===== config.mk =====
export PLATFORM = sky130hd
export DESIGN_NAME = reg_file_mp
export DESIGN_NICKNAME = d
export VERILOG_FILES = /design/src/rtl/rf_pkg.sv /design/src/rtl/rf_scoreboard.sv /design/src/rtl/reg_file_mp.sv
export SDC_FILE = /design/constraint.sdc
export NUM_CORES = 2
export LEC_CHECK = 0
export BUFFER_PORTS_ARGS = -buffer_cell sky130_fd_sc_hd__buf_2
export CORE_MARGIN = 2
export CORE_UTILIZATION = 50
export DETAILED_ROUTE_END_ITERATION = 6
export PLACE_DENSITY = 0.66
export SYNTH_ARGS = -nofsm -noshare
export SYNTH_HDL_FRONTEND = slang
export SYNTH_SLANG_ARGS = --single-unit

===== constraint.sdc =====
create_clock -name clk -period 66.8 [get_ports clk]
set_input_delay 20.04 -clock clk [delete_from_list [all_inputs] [get_ports clk]]
set_output_delay 20.04 -clock clk [all_outputs]
set_load 0.02 [all_outputs]

===== src/rtl/rf_pkg.sv =====
// Shared defaults and address-width helper for the multi-port register file.
package rf_pkg;

  localparam int unsigned XLEN_DEF  = 32;
  localparam int unsigned NREGS_DEF = 32;
  localparam int unsigned NRD_DEF   = 2;

  function automatic int unsigned clog2(input int unsigned n);
    int unsigned w;
    w = 0;
    while ((64'd1 << w) < 64'(n)) w++;
    return w;
  endfunction

endpackage


===== src/rtl/rf_scoreboard.sv =====
// Pending-write scoreboard: one busy bit per register, plus a raw busy lookup per read port.
module rf_scoreboard
  import rf_pkg::*;
#(
  parameter int unsigned NREGS = NREGS_DEF,
  parameter int unsigned NRD   = NRD_DEF,
  parameter int unsigned AW    = clog2(NREGS)
) (
  input  logic              clk,
  input  logic              reset,
  input  logic [NRD*AW-1:0] rd_addr,
  input  logic              iss_valid,
  input  logic [AW-1:0]     iss_addr,
  input  logic              we,
  input  logic [AW-1:0]     wr_addr,
  input  logic              flush,
  output logic [NRD-1:0]    rd_busy
);

  localparam logic [AW:0] LIMIT = (AW+1)'(NREGS);

  logic [NREGS-1:0] busy;

  function automatic logic valid_addr(input logic [AW-1:0] a);
    return (a != '0) && ({1'b0, a} < LIMIT);
  endfunction

  // Bit 0 is only ever touched by reset, so it stays 0. Issue outranks
  // writeback so a new producer of the same register remains outstanding.
  always_ff @(posedge clk or posedge reset) begin
    if (reset) begin
      busy <= '0;
    end else if (flush) begin
      busy <= '0;
    end else begin
      for (int unsigned r = 1; r < NREGS; r++) begin
        if (iss_valid && iss_addr == AW'(r))
          busy[r] <= 1'b1;
        else if (we && wr_addr == AW'(r))
          busy[r] <= 1'b0;
      end
    end
  end

  always_comb begin
    rd_busy = '0;
    for (int unsigned i = 0; i < NRD; i++) begin
      if (valid_addr(rd_addr[i*AW +: AW]))
        rd_busy[i] = busy[rd_addr[i*AW +: AW]];
    end
  end

endmodule


===== src/rtl/reg_file_mp.sv =====
// Multi-read-port register file with r0 hardwired to zero, optional write-to-read
// forwarding, and a pending-write scoreboard for hazard detection.
module reg_file_mp
  import rf_pkg::*;
#(
  parameter  int unsigned XLEN   = XLEN_DEF,
  parameter  int unsigned NREGS  = NREGS_DEF,
  parameter  int unsigned NRD    = NRD_DEF,
  parameter  int unsigned BYPASS = 1,
  localparam int unsigned AW     = clog2(NREGS)
) (
  input  logic                clk,
  input  logic                reset,
  input  logic [NRD*AW-1:0]   rd_addr_pi,
  output logic [NRD*XLEN-1:0] rd_data_po,
  output logic [NRD-1:0]      rd_busy_po,
  output logic                hazard_po,
  input  logic                we_pi,
  input  logic [AW-1:0]       wr_addr_pi,
  input  logic [XLEN-1:0]     wr_data_pi,
  input  logic                iss_valid_pi,
  input  logic [AW-1:0]       iss_addr_pi,
  input  logic                flush_pi
);

  localparam logic [AW:0] LIMIT = (AW+1)'(NREGS);

  logic [XLEN-1:0] regs [NREGS];
  logic [AW-1:0]   raddr [NRD];
  logic [NRD-1:0]  sb_busy;
  logic            wr_ok;

  function automatic logic valid_addr(input logic [AW-1:0] a);
    return (a != '0) && ({1'b0, a} < LIMIT);
  endfunction

  for (genvar g = 0; g < NRD; g++) begin : g_raddr
    assign raddr[g] = rd_addr_pi[g*AW +: AW];
  end

  assign wr_ok = we_pi && valid_addr(wr_addr_pi);

  always_ff @(posedge clk or posedge reset) begin
    if (reset) begin
      for (int unsigned i = 0; i < NREGS; i++) regs[i] <= '0;
    end else if (wr_ok) begin
      regs[wr_addr_pi] <= wr_data_pi;
    end
  end

  rf_scoreboard #(
    .NREGS(NREGS),
    .NRD  (NRD),
    .AW   (AW)
  ) u_scoreboard (
    .clk      (clk),
    .reset    (reset),
    .rd_addr  (rd_addr_pi),
    .iss_valid(iss_valid_pi),
    .iss_addr (iss_addr_pi),
    .we       (we_pi),
    .wr_addr  (wr_addr_pi),
    .flush    (flush_pi),
    .rd_busy  (sb_busy)
  );

  // A forwarded read is also a completed write, so its busy flag is masked.
  always_comb begin
    rd_data_po = '0;
    rd_busy_po = '0;
    for (int unsigned i = 0; i < NRD; i++) begin
      if (valid_addr(raddr[i])) begin
        if (BYPASS != 0 && we_pi && wr_addr_pi == raddr[i]) begin
          rd_data_po[i*XLEN +: XLEN] = wr_data_pi;
        end else begin
          rd_data_po[i*XLEN +: XLEN] = regs[raddr[i]];
          rd_busy_po[i]              = sb_busy[i];
        end
      end
    end
  end

  assign hazard_po = |rd_busy_po;

endmodule


==> results.yml <==
status:
  outcome: "complete, no violations"
timing:
  maxSlewHeadroom_pct: 4.77
  fin_setup_tns_ns: 0
  worst_pin_slew_ns: 1.43
  fmax_mhz: 22.4
  hold_viol: 0
  fin_worst_skew_ns: 0
  rsz0062_at_grt: "false"
  fin_crit_sh_pct: 66.8
  period_minus_slack_ns: 44.61
  setup_violations: 0
  final_max_slew_viol_count: 0
worst_setup_path:
  slowest_stage: "a211oi_1"
  crit_required_ns: 46.76
  critPathBufInv: 5
  cp.arrival_ns: 24.57
  path_cells: "buf_8 -> buf_4 -> buf_4 -> buf_4 -> mux4_2 -> mux2i_1 -> nand2_1 -> o211ai_1 -> a211oi_1 -> buf_2"
  max_stage_delay_ns: 0.87
  end_kind: "primary output"
  path_common_cell: "buf_4"
  critPathKind: "in -> out"
  crit_family: "buffers and inverters"
  start_kind: "primary input"
  path_max_fanout: 68
yosys:
  synth_cells: 4043
  yosys_warnings: 0
  async_reset_ff_share_pct: 100
  synth-edff-count: 0
  synthesis.area_um2: 57100
  synth_nets: 4100
  synth_cell_type_count: 58
  synth_area_per_cell_um2: 14.1
  synth_seq_cells: 1055
  synth_flop_cell: "dfrtp_1"
  ys_seq_area_share_pct: 46.2
detailed_routing:
  vias: 38156
  drtAntennaViolNets: 0
  via_per_inst: 6.90
  wire_per_inst_um: 33.2
  drt_iter0_markers: 4140
  routed_wl_mm: 184
  drc: 0
  drt_pre_antenna_iters: 6
power:
  powerDensity_nw_per_um2: 30.2
  vdd_drop_max_mv: 0.0231
  power_leakage_nw: 27.0
floorplan:
  die_h_um: 342
  start_util_pct: 50.2
  die_x_um: 342
  dieArea_um2: 117000
  io_pins: 124
  coreArea_um2: 114000
  num_rows: 124
layout:
  layout_common_cells: "dfrtp_1 (1,055), mux2_2 (1,052), mux4_2 (418)"
  syn_to_final_growth_pct: 9.07
  n_fill_cell: 9310
  drive_gt1_share_pct: 48.0
  final_common_cell: "dfrtp_1"
  final_cell_count_no_fill: 5530
  finalNetCount: 3975
run:
  max_cap_violations: 0
grt:
  gr-max-usage-layer: "met2"
  antenna_found_initial: 17
  grt_pass1_wl_mm: 269
  use_met1_pct: 43.1
  grt_use_met2_pct: 48.1
  grt_pass1_vias: 38307
  grtUsageTotal_pct: 31.4
  grt_max_degree: 173
  grt_util_met3_pct: 7.36
  overflow: 0
clocking:
  postCtsSetupRepairBufs: 0
  cts_buffer_depth: 3
  ctsRootBufferMaster: "clkbuf_16"
  clkLatencyLatePin_ns: 0.73
  cts_resized: 0
  numClockSinks: 1055
  cts.clk_slew.worst_paths_ns: 0.06
  holdBufCountCts: 0
  cts_tree: "yes"
  cts_inserted_buffers: 114
  cts_htree_levels: 3
placed_design:
  routabilityCongestion: 0.865
  dpl.cell_count: 5314
  hpwl_mm: 106
  numPortBuffers: 123
hold_path:
  hold_path_class: "reg -> reg"
[report_power, final]
group          internal, W  switching, W
combinational     0.000216      0.000160
sequential        0.000758     0.0000866
clock             0.000387      0.000273
total              0.00136      0.000519
[final timing paths]
kind,startpoint,depth (start not counted),end,slack (ns)
min in group asynchronous,reset,2,regs[344]$_DFFE_PP0P_,19.41
max in group asynchronous,reset,7,regs[905]$_DFFE_PP0P_,42.80
max,rd_addr_pi[5],10,rd_data_po[63],22.19
min,regs[1018]$_DFFE_PP0P_,0,regs[1018]$_DFFE_PP0P_,0.39
max reg2reg,regs[498]$_DFFE_PP0P_,1,regs[498]$_DFFE_PP0P_,65.97
min reg2reg,regs[1018]$_DFFE_PP0P_,0,regs[1018]$_DFFE_PP0P_,0.39
[cell usage after synthesis (15+ instances only)]
| cell type | instances | area (µm²) |
|---|---|---|
| dfrtp_1 | 1055 | 26400 |
| mux2_2 | 1052 | 11800 |
| mux4_2 | 418 | 9410 |
| clkbuf_1 | 207 | 777 |
| mux2i_1 | 206 | 2060 |
| buf_2 | 124 | 621 |
| nor2_1 | 123 | 462 |
| a22oi_1 | 97 | 728 |
| o22ai_1 | 84 | 526 |
| nor3_1 | 79 | 395 |
| nand2_1 | 69 | 259 |
| nand3_1 | 56 | 280 |
| o21ai_0 | 56 | 280 |
| buf_1 | 52 | 195 |
| buf_4 | 48 | 360 |
| a211oi_1 | 35 | 263 |
| nor2b_1 | 33 | 206 |
| a221o_1 | 25 | 250 |
| a22o_1 | 24 | 210 |
| buf_6 | 24 | 270 |
| a21oi_1 | 21 | 105 |
| o211ai_1 | 20 | 150 |
| nand2b_1 | 16 | 100 |
| nor4_1 | 16 | 100 |
| a221oi_1 | 15 | 131 |
[cell families (layout without fill, tap and decap cells)]
kind of cell	count (synthesis)	in the layout	synth area share [%]
other cells	0	4	0
flops	1055	1055	46.2
compound gates	404	404	5.04
buf+inv	459	430	3.97
simple gates	439	439	3.80
mux	1676	1676	40.8
xor+xnor	10	10	0.153
[stage by stage]
stage	setup WS [ns]	power, W	util [%]	hold slack [ns]	area, µm²
finish	22.19	0.00188	54.7	0.394	62300
global route	21.78	0.00195	54.7	0.409	62300
CTS	22.19	0.00188	54.7	0.397	62300
detailed placement	22.20	0.00123	51.3	0.384	58400
global placement	22.18	0.00121	51.3	0.378	58400
floorplan	17.06	0.00113	-	0.441	57100
[metal layers]
layer | share of wire (%) | up-vias
li1 | - | 15287
met1 | 40 | 20405
met2 | 46 | 1975
met3 | 9.3 | 471
met4 | 4.8 | 18
met5 | 0.071 | -
[sequential cells by signal, indices dropped and copies added (netlist names)]
| signal | cells |
|---|---|
| u_scoreboard.busy | 31 |
| regs | 1024 |
[cell type report]
type                            count  area, µm²  area share, %
Sequential cell                  1055      26400           42.4
Tap cell                         1512       1890           3.04
Clock buffer                      186       3580           5.74
Antenna cell                        4       10.0         0.0161
Timing Repair Buffer              216       1420           2.27
Clock inverter                     26        340          0.546
Multi-Input combinational cell   2529      28700           46.0
Inverter                            2       15.0         0.0241
Note: power is estimated with default switching activity, not from simulation.
